<file path="src/rtl/sdram_arb_pkg.sv">
// Shared types and default widths for the SDRAM write/read arbiter.
package sdram_arb_pkg;

    localparam int DEF_ADDR_W         = 22;
    localparam int DEF_DATA_W         = 16;
    localparam int DEF_TIMEOUT_CYCLES = 1024;

    typedef enum logic [1:0] {
        IDLE    = 2'd0,
        WRITE   = 2'd1,
        READ    = 2'd2,
        RELEASE = 2'd3
    } state_e;

    typedef enum logic {
        GRANT_WR = 1'b0,
        GRANT_RD = 1'b1
    } grant_e;

endpackage

</file>
<file path="src/rtl/sdram_arb_rr_module.sv">
// Two-way round-robin decision between the write and read requesters.
module sdram_arb_rr_module
    import sdram_arb_pkg::*;
(
    input  logic   wrReq_i,
    input  logic   rdReq_i,
    input  grant_e lastGrant_i,
    output logic   grantValid_o,
    output grant_e grant_o
);

    // A lone request wins outright; on a tie the side not served last wins.
    always_comb begin
        grantValid_o = wrReq_i | rdReq_i;
        grant_o      = GRANT_WR;
        if (wrReq_i && rdReq_i) begin
            grant_o = (lastGrant_i == GRANT_RD) ? GRANT_WR : GRANT_RD;
        end else if (rdReq_i) begin
            grant_o = GRANT_RD;
        end
    end

endmodule

</file>
<file path="src/rtl/sdram_arbiter_module.sv">
// Arbiter sharing one SDRAM controller between a write and a read requester.
// Optional watchdog on the transfer phase: define SDRAM_ARB_TIMEOUT_EN.
module sdram_arbiter_module
    import sdram_arb_pkg::*;
#(
    parameter int ADDR_W         = DEF_ADDR_W,
    parameter int DATA_W         = DEF_DATA_W,
    parameter int TIMEOUT_CYCLES = DEF_TIMEOUT_CYCLES
) (
    input  logic              CLK,
    input  logic              RSTn,
    input  logic              Wr_Req_Sig,
    input  logic [ADDR_W-1:0] Wr_Addr,
    input  logic [DATA_W-1:0] Wr_Data,
    output logic              Wr_Done_Sig,
    input  logic              Rd_Req_Sig,
    input  logic [ADDR_W-1:0] Rd_Addr,
    output logic [DATA_W-1:0] Rd_Data,
    output logic              Rd_Done_Sig,
    output logic              WrEN_Sig,
    output logic              RdEN_Sig,
    input  logic              Done_Sig,
    input  logic              Busy_Sig,
    output logic [ADDR_W-1:0] BRC_Addr,
    output logic [DATA_W-1:0] WrData,
    input  logic [DATA_W-1:0] RdData,
    output logic              Timeout_Err_Sig
);

    state_e            state_q;
    grant_e            lastGrant_q;
    logic              wrEn_q;
    logic              rdEn_q;
    logic              wrDone_q;
    logic              rdDone_q;
    logic [ADDR_W-1:0] addr_q;
    logic [DATA_W-1:0] wrData_q;
    logic [DATA_W-1:0] rdData_q;

    logic              grantValid;
    grant_e            grant;
    logic              timeoutHit;
    logic              xferEnd;

    sdram_arb_rr_module uRr (
        .wrReq_i      (Wr_Req_Sig),
        .rdReq_i      (Rd_Req_Sig),
        .lastGrant_i  (lastGrant_q),
        .grantValid_o (grantValid),
        .grant_o      (grant)
    );

`ifdef SDRAM_ARB_TIMEOUT_EN
    localparam int CNT_W = $clog2(TIMEOUT_CYCLES + 1);

    logic [CNT_W-1:0] cnt_q;
    logic [CNT_W-1:0] cnt_d;
    logic             timeoutErr_q;
    logic             active;

    assign active     = (state_q == WRITE) || (state_q == READ);
    assign timeoutHit = (cnt_q == CNT_W'(TIMEOUT_CYCLES - 1));

    // Count cycles spent waiting on the controller; restart on every new transfer.
    always_comb begin
        cnt_d = '0;
        if (active && !xferEnd) begin
            cnt_d = cnt_q + CNT_W'(1);
        end
    end

    // Watchdog counter and its one-cycle error pulse (only when Done_Sig never came).
    always_ff @(posedge CLK) begin
        if (!RSTn) begin
            cnt_q        <= '0;
            timeoutErr_q <= 1'b0;
        end else begin
            cnt_q        <= cnt_d;
            timeoutErr_q <= active && timeoutHit && !Done_Sig;
        end
    end

    assign Timeout_Err_Sig = timeoutErr_q;
`else
    // No watchdog: transfers wait on Done_Sig forever and the error never fires.
    assign timeoutHit      = 1'b0;
    assign Timeout_Err_Sig = (TIMEOUT_CYCLES < 0);
`endif

    assign xferEnd = Done_Sig | timeoutHit;

    // Main arbitration FSM with registered enables, done pulses and data paths.
    always_ff @(posedge CLK) begin
        if (!RSTn) begin
            state_q     <= IDLE;
            lastGrant_q <= GRANT_RD;
            wrEn_q      <= 1'b0;
            rdEn_q      <= 1'b0;
            wrDone_q    <= 1'b0;
            rdDone_q    <= 1'b0;
            addr_q      <= '0;
            wrData_q    <= '0;
            rdData_q    <= '0;
        end else begin
            wrDone_q <= 1'b0;
            rdDone_q <= 1'b0;
            case (state_q)
                IDLE: begin
                    if (!Busy_Sig && grantValid) begin
                        if (grant == GRANT_WR) begin
                            addr_q   <= Wr_Addr;
                            wrData_q <= Wr_Data;
                            wrEn_q   <= 1'b1;
                            state_q  <= WRITE;
                        end else begin
                            addr_q  <= Rd_Addr;
                            rdEn_q  <= 1'b1;
                            state_q <= READ;
                        end
                    end
                end
                WRITE: begin
                    if (xferEnd) begin
                        wrEn_q      <= 1'b0;
                        wrDone_q    <= 1'b1;
                        lastGrant_q <= GRANT_WR;
                        state_q     <= RELEASE;
                    end
                end
                READ: begin
                    if (xferEnd) begin
                        if (Done_Sig) begin
                            rdData_q <= RdData;
                        end
                        rdEn_q      <= 1'b0;
                        rdDone_q    <= 1'b1;
                        lastGrant_q <= GRANT_RD;
                        state_q     <= RELEASE;
                    end
                end
                RELEASE: begin
                    state_q <= IDLE;
                end
                default: begin
                    state_q <= IDLE;
                end
            endcase
        end
    end

    assign WrEN_Sig    = wrEn_q;
    assign RdEN_Sig    = rdEn_q;
    assign Wr_Done_Sig = wrDone_q;
    assign Rd_Done_Sig = rdDone_q;
    assign BRC_Addr    = addr_q;
    assign WrData      = wrData_q;
    assign Rd_Data     = rdData_q;

endmodule

</file>
<file path="config.mk">
export PLATFORM = sky130hd
export DESIGN_NAME = sdram_arbiter_module
export DESIGN_NICKNAME = d
export VERILOG_FILES = /design/src/rtl/sdram_arb_pkg.sv /design/src/rtl/sdram_arb_rr_module.sv /design/src/rtl/sdram_arbiter_module.sv
export SDC_FILE = /design/constraint.sdc
export NUM_CORES = 1
export LEC_CHECK = 0
export CAP_MARGIN = 0
export CORE_MARGIN = 10
export CORE_UTILIZATION = 42
export CTS_BUF_LIST = sky130_fd_sc_hd__clkbuf_16
export DETAILED_ROUTE_END_ITERATION = 12
export DONT_BUFFER_PORTS = 1
export GPL_ROUTABILITY_DRIVEN = 0
export SETUP_SLACK_MARGIN = 0.1
export SLEW_MARGIN = 20
export SYNTH_ARGS = -nofsm -noshare
export SYNTH_HDL_FRONTEND = slang
export SYNTH_SLANG_ARGS = --single-unit
</file>
<file path="constraint.sdc">
create_clock -name CLK -period 2.2 [get_ports CLK]
set_clock_uncertainty 0.1 [all_clocks]
set_input_delay 0.22 -clock CLK [delete_from_list [all_inputs] [get_ports CLK]]
set_output_delay 0.22 -clock CLK [all_outputs]
set_load 0.05 [all_outputs]
</file>
==> out/metrics.csv, run 1 <==
stage,metric,value,unit
outcome,status,"finished, final reports clean",
sta,Rel. slew slack,59.8,%
cells_and_area,"Cell Count, Final, Fillers Out",474,
clocking,clk sinks,61,
synthesis,XOR/XNOR Fraction of Synth Area,0,%
die,Core Rows,28,
die,Die Wd,99.2,um
clocking,Clock Pin Slew Worst Setup and Hold Paths,0.05,ns
global_route,GRT Overall Usage,17.1,%
cells_and_area,synthesis-to-finish area growth,42.2,%
power_and_ir_drop,Combinational Power Share,24.0,%
job,max-cap violations,0,
cells_and_area,post-layout net count,480,
synthesis,Mapped Area,0.00263,mm2
worst_hold_path,worst hold path startpoint,RSTn,
routing,first drt pass iteration count,4,
global_route,initial antenna violation count,4,
synthesis,multiplexer area fraction after synthesis,0.380,%
setup_path,Worst setup EP type,flip-flop,
clocking,CTS Buffer Depth,2,
power_and_ir_drop,proportion of power drawn by the clock network,30.3,%
power_and_ir_drop,sw frac,39.8,%
global_route,largest net degree at the start of global routing,33,
clocking,TritonCTS buffer count,9,
synthesis,simple-gate share of the synthesized area,18.9,%
sta,Tmin final,1.98,ns
power_and_ir_drop,Sequential Power Share,45.7,%
die,core area,0.00599,mm2
place,input/output buffers,0,
clocking,CTS tree,yes,
routing,final wirelength,9.07,mm
sta,Final Hold Vio Count,0,
clocking,clk_lat worst skew,0.31,ns
routing,Residual DRC,0,
clocking,Post-CTS Setup Bufs,0,
setup_path,Worst setup SP type,flip-flop,
sta,final worst slack,0.220,ns
synthesis,Yosys top cell area share,46.4,%
synthesis,Post-synth EDFFs,0,
synthesis,Synth warnings,0,
synthesis,ranking of synthesized cells by area,"dfxtp_1 (46%), nand2_1 (11%), a21oi_1 (10%)",
synthesis,average cell area after synthesis,8.15,um2
power_and_ir_drop,Pint,2.59,mW
worst_hold_path,cell depth of the worst hold path,2,
power_and_ir_drop,power density over the cells,1150,mW/mm2
synthesis,Synth Net Count,410,
worst_hold_path,Hold Crit Class,in -> reg,
die,chip height,99.2,um
setup_path,R2R Setup Slk,0.22,ns
routing,drt first-iter violations,133,
synthesis,"Top FF cell, synth",dfxtp_1,
routing,Via density,5.59,
setup_path,r2r worst-path depth,6,
sta,# setup viols final,0,
synthesis,flop and latch count out of synthesis,61,
clocking,CTS root buffer,clkbuf_16,
synthesis,Synth Area in Adders,2.38,%
power_and_ir_drop,worst vdd ir,0.000620,V
place,DPL Wire Length,5.75,mm
worst_hold_path,WHS Endpoint,WrEN_Sig,
global_route,total grt overflow,0,
routing,post-detailed-route count of antenna-violating nets,0,
cells_and_area,share of cells above drive strength 1,6.84,%
power_and_ir_drop,NetSw,1.71,mW
synthesis,Async SR Flop Fraction,0,%
synthesis,largest family of logic cells by synthesized area,compound AO/OA/AOI/OAI gates,
synthesis,Syn Inst Count,323,
sta,setup_tns,0,ns
synthesis,leading area contributor after synthesis,dfxtp_1,
routing,Avg WL per Cell,19.1,um
place,number of instances in the placed design,381,
synthesis,post-synth cell types,43,
power_and_ir_drop,LEAKAGE,1.41,nW
setup_path,R2R Path Start,state_q[0],
die,starting density of the core,43.9,%
synthesis,"Seq/Total Area, Yosys",46.4,%
clocking,H-tree Lvls,3,
setup_path,Critical Path RT,2.27,ns
setup_path,WP data arrival,2.05,ns
sta,max-slew violations,0,
setup_path,kind of critical path,reg -> reg,
die,Die Area,0.00983,mm2
sta,Max Fclk,505,MHz
routing,Vias,2649,
cells_and_area,final core utilization,62.5,%
sta,period utilisation layout,90.0,%
die,io pins,141,
global_route,vias in the first global route,2647,
setup_path,Max Fanout on Critical Path,24,
synthesis,post-synthesis compound-gate area fraction,25.5,%
sta,RSZ-0062 raised after global routing,false,
global_route,first-pass GRT wire length,13.9,mm
setup_path,worst reg2reg path endpoint,BRC_Addr[1],
place,pre-CTS setup slack,0.260,ns
sta,Worst Max-Slew Pin Slew,0.602,ns
[flip-flops by register name (all words and copies together) (netlist names)]
| register | flops |
|---|---|
| BRC_Addr | 22 |
| Rd_Data | 16 |
| lastGrant_q | 1 |
| RdEN_Sig | 1 |
| WrEN_Sig | 1 |
| state_q | 2 |
| WrData | 16 |
| Rd_Done_Sig | 1 |
| Wr_Done_Sig | 1 |
[worst max path at each step]
stage                     from           end  slack (ns)
finish              state_q[0]   BRC_Addr[1]        0.22
global route        state_q[1]   BRC_Addr[1]        0.11
global placement    state_q[0]    state_q[1]        0.31
CTS                 state_q[0]  BRC_Addr[13]        0.25
detailed placement  state_q[0]  BRC_Addr[13]        0.26
floorplan           state_q[0]    state_q[1]        0.37
[cell usage in the layout, fill, tap and decap left out, types with 2 or more instances in the layout]
cell	n
a21oi_1	54
a311oi_1	21
and2_1	2
buf_12	2
buf_4	11
clkbuf_16	9
clkinv_1	2
dfxtp_1	61
diode_2	4
dlygate4sd3_1	76
ha_1	5
inv_1	5
nand2_1	77
nand2b_1	2
nand3_1	16
nand3b_1	2
nor2_1	3
nor2b_1	3
o21ai_0	6
o21ai_1	10
o311ai_1	2
o31a_1	2
[area by class of cell]
type                    count  area (um2)
diodes                      4        10.0
clock buffers               9         225
clock inverters             4        42.5
fillers                   505        2250
inverters                   6        22.5
multi-input cells         226        1240
flip-flops and latches     61        1220
well taps                  75        93.8
repair buffers             89         883
[power by group through the flow]
stage                     clock network (mW)  logic [mW]  registers [mW]
after floorplan                            0       0.692            1.99
after global placement                     0       0.893            1.99
after detailed placement                   0       0.909            1.99
after CTS                               1.32        1.02            1.97
after global routing                    1.37        1.14            1.99
final                                   1.30        1.03            1.97
[metrics by stage]
stage                     power, mW  hold WS [ns]  area (um2)
final                          4.30        0.0291        3740
after global routing           4.49        0.0383        3740
after CTS                      4.31       0.00977        3730
after detailed placement       2.90         0.262        2710
after global placement         2.88         0.254        2710
after floorplan                2.68         0.248        2630
[kinds of logic after synthesis]
group | after synthesis
AND/OR/NAND/NOR | 113
AO/OA/AOI/OAI | 106
flip-flops | 61
buffers and inverters | 36
adder cells (fa/ha/maj) | 5
multiplexers | 1
other | 1
[layer usage]
metal / vias to the layer above / track usage (%) / part of all wire, %
met5: - / 0 / 0
met4: 0 / 8.82 / 1.9
met3: 14 / 8.17 / 11
met2: 126 / 27.2 / 48
met1: 1226 / 18.6 / 39
li1: 1283 / - / -
[Yosys cell counts, types with 2 or more instances]
cell type and n:
a21oi_1 54, a311oi_1 21, and2_1 2, buf_1 3, buf_2 16, clkbuf_1 9
dfxtp_1 61, ha_1 5, inv_1 5, nand2_1 77, nand2b_1 2, nand3_1 16
nand3b_1 2, nor2_1 3, nor2b_1 3, o21ai_0 6, o21ai_1 10, o311ai_1 2
o31a_1 2
[critical path: stages (launching register included)]
cell      delay, ns
dfxtp_1        0.34
inv_1          0.11
ha_1           0.33
nor2b_1        0.27
buf_12         0.20
and2_4         0.32
a311oi_1       0.16
[repair_timing]
action / in CTS / in global routing
hold buffers: 76 / 0
endpoints found under the hold margin: 58 / 0
endpoints found under the setup margin: 0 / 0
gates resized for setup: 0 / 0
No activity file was read; power rests on OpenSTA's default activity.
==> run 2: changes to the inputs <==
--- a/config.mk
+++ b/config.mk
@@ -13,7 +13,7 @@
 export DONT_BUFFER_PORTS = 1
 export GPL_ROUTABILITY_DRIVEN = 0
 export SETUP_SLACK_MARGIN = 0.1
-export SLEW_MARGIN = 20
+export SLEW_MARGIN = 10
 export SYNTH_ARGS = -nofsm -noshare
 export SYNTH_HDL_FRONTEND = slang
 export SYNTH_SLANG_ARGS = --single-unit
==> results of run 2 <==
Final layout, timing and power as in run 1 (identical DEF).
==> run 3: changes to the inputs <==
--- a/config.mk
+++ b/config.mk
@@ -5,6 +5,7 @@
 export SDC_FILE = /design/constraint.sdc
 export NUM_CORES = 1
 export LEC_CHECK = 0
+export ABC_AREA = 0
 export CAP_MARGIN = 0
 export CORE_MARGIN = 10
 export CORE_UTILIZATION = 42
@@ -17,3 +18,4 @@
 export SYNTH_ARGS = -nofsm -noshare
 export SYNTH_HDL_FRONTEND = slang
 export SYNTH_SLANG_ARGS = --single-unit
+export TNS_END_PERCENT = 30
==> constraint.sdc (replaced) <==
create_clock -name CLK -period 2.1 [get_ports CLK]
set_clock_uncertainty 0.1 [all_clocks]
set_input_delay 0.21 -clock CLK [delete_from_list [all_inputs] [get_ports CLK]]
set_output_delay 0.21 -clock CLK [all_outputs]
set_load 0.05 [all_outputs]
==> out/metrics.csv, run 3 (synthesized netlist as in run 1, its figures left out) <==
stage,metric,value,unit,change
outcome,status,"finished, final reports clean",,
cells_and_area,post-layout net count,487,,+1.5%
setup_path,R2R Setup Slk,0.19,ns,-0.03 ns
die,starting density of the core,43.9,%,unchanged
sta,Tmin final,1.91,ns,-0.0686 ns
global_route,largest net degree at the start of global routing,32,,-3.0%
die,chip height,99.2,um,unchanged
sta,max-slew violations,0,,unchanged
sta,Worst Max-Slew Pin Slew,0.611,ns,+0.00856 ns
routing,final wirelength,9.31,mm,+2.7%
clocking,clk_lat worst skew,0.32,ns,about the same
setup_path,kind of critical path,reg -> reg,,
setup_path,R2R Path Start,state_q[0],,
worst_hold_path,worst hold path startpoint,RSTn,,
routing,Vias,2758,,+4.1%
cells_and_area,share of cells above drive strength 1,9.38,%,+2.5 points
power_and_ir_drop,worst vdd ir,0.000711,V,+15%
sta,Hold WS,0.0175,ns,-0.0116 ns
cells_and_area,max FFs per register,22,,unchanged
setup_path,Max Fanout on Critical Path,19,,-21%
die,Die Wd,99.2,um,unchanged
place,input/output buffers,0,,unchanged
global_route,total grt overflow,0,,unchanged
sta,period utilisation layout,91.0,%,+1.0 points
routing,Residual DRC,0,,unchanged
global_route,first-pass GRT wire length,14.5,mm,+4.1%
cells_and_area,synthesis-to-finish area growth,46.0,%,
clocking,Clock Pin Slew Worst Setup and Hold Paths,0.05,ns,about the same
routing,post-detailed-route count of antenna-violating nets,0,,unchanged
global_route,vias in the first global route,2726,,+3.0%
routing,drt first-iter violations,133,,unchanged
clocking,H-tree Lvls,3,,unchanged
sta,# setup viols final,0,,unchanged
power_and_ir_drop,LEAKAGE,1.46,nW,+3.6%
setup_path,Critical Path Stages,7,,+1
sta,Rel. slew slack,59.3,%,-0.47 points
sta,Max Fclk,523,MHz,+3.6%
setup_path,Setup crit start,state_q[0],,
setup_path,WP data arrival,2.01,ns,-0.04 ns
clocking,clk sinks,61,,unchanged
die,io pins,141,,unchanged
setup_path,worst reg2reg path endpoint,BRC_Addr[12],,
sta,RSZ-0062 raised after global routing,false,,
place,DPL Wire Length,5.81,mm,+1.0%
job,max-cap violations,0,,unchanged
power_and_ir_drop,power density over the cells,1240,mW/mm2,+8.1%
setup_path,Critical Path RT,2.20,ns,-0.07 ns
worst_hold_path,Hold Crit Class,in -> reg,,
setup_path,crit-path max cell delay,0.34,ns,about the same
cells_and_area,"most common cell after layout, fill and taps aside",nand2_1,,
global_route,GRT Overall Usage,17.8,%,+0.67 points
setup_path,Worst setup SP type,flip-flop,,
global_route,initial antenna violation count,2,,-2
die,Die Area,0.00983,mm2,unchanged
routing,first drt pass iteration count,4,,unchanged
setup_path,CP top delay family,buffers and inverters,,
die,core area,0.00599,mm2,unchanged
setup_path,Worst setup EP type,flip-flop,,
routing,Via density,5.71,,+2.2%
cells_and_area,most frequent cells in the layout,"nand2_1 (77), dlygate4sd3_1 (76), dfxtp_1 (61), a21oi_1 (54), a311oi_1 (21)",,
setup_path,cell mode on critical path,buf_4,,
clocking,TritonCTS buffer count,9,,unchanged
setup_path,crit path buf inv count,3,,+1
die,Core Rows,28,,unchanged
clocking,CTS root buffer,clkbuf_16,,
clocking,CTS Buffer Depth,2,,unchanged
clocking,CTS tree,yes,,
sta,Final Hold Vio Count,0,,unchanged
setup_path,crit path cell chain,inv_1 -> ha_4 -> nor2b_1 -> buf_4 -> buf_4 -> a21oi_1 -> a311oi_1,,
setup_path,crit path capture,BRC_Addr[12],,
routing,Avg WL per Cell,19.3,um,+0.80%
setup_path,r2r worst-path depth,7,,+1
setup_path,slowest CP cell,dfxtp_1,,
sta,setup_tns,0,ns,unchanged
clocking,Post-CTS Setup Bufs,0,,unchanged
==> run 3: changes by cell type in the layout (fill, tap and decap cells not counted), sizes merged <==
cell	before	now
inv	6	7
clkinv	3	2
diode	4	3
clkinvlp	0	2
buf	13	20
bufinv	1	2
==> run 3: how the worst min path moves through the flow <==
stage                 endpoint  depth (start not counted)
global route          WrEN_Sig                          2
floorplan             RdEN_Sig                          1
global placement    state_q[1]                          1
detailed placement    RdEN_Sig                          1
finish                WrEN_Sig                          2
CTS                   WrEN_Sig                          2
==> run 3: cell type report <==
cell class,instances,area (um2)
clock buffers,9,225
repair buffers,96,923
well taps,75,93.8
flip-flops and latches,61,1220
clock inverters,7,91.3
multi-input cells,226,1260
diodes,3,7.51
inverters,6,22.5
fillers,481,2150
==> run 3: where the power goes <==
| group | leakage [nW] | total [mW] | switching [mW] | internal (mW) |
|---|---|---|---|---|
| logic | 0.807 | 1.26 | 0.742 | 0.519 |
| registers | 0.499 | 1.96 | 0.604 | 1.36 |
| clock network | 0.151 | 1.55 | 0.514 | 1.03 |
| total | 1.46 | 4.77 | 1.86 | 2.91 |
==> run 3: per-layer routing <==
| layer | global-route usage (%) | wire [um] | vias up | part of all wire [%] |
|---|---|---|---|---|
| li1 | - | - | 1297 | - |
| met1 | 19.1 | 3440 | 1276 | 37 |
| met2 | 28.5 | 4520 | 169 | 49 |
| met3 | 9.62 | 1180 | 16 | 13 |
| met4 | 7.50 | 164 | 0 | 1.8 |
| met5 | 0 | 0 | - | 0 |
==> run 3: per-stage QoR <==
step	cells	setup WS, ns	util [%]	power, mW	cell area (um2)
after floorplan	323	0.272	-	2.81	2630
after global placement	388	0.226	45.8	3.04	2750
after global routing	482	0.111	64.1	4.98	3840
after CTS	480	0.126	63.8	4.74	3820
final	483	0.188	64.1	4.77	3840
after detailed placement	388	0.153	45.8	3.08	2750
==> run 3: timing repair <==
| item | 4_1_cts | 5_1_grt |
|---|---|---|
| setup endpoints to repair | 0 | 20 |
| hold buffers | 76 | 0 |
| resized for setup | 0 | 2 |
| hold endpoints to repair | 58 | 0 |
==> run 3: worst reg2reg max path: stages, from the launching register on <==
cell and delay, ns:
dfxtp_1 0.34, inv_1 0.16, ha_4 0.21, nor2b_1 0.14
buf_4 0.15, buf_4 0.25, a21oi_1 0.11, a311oi_1 0.35
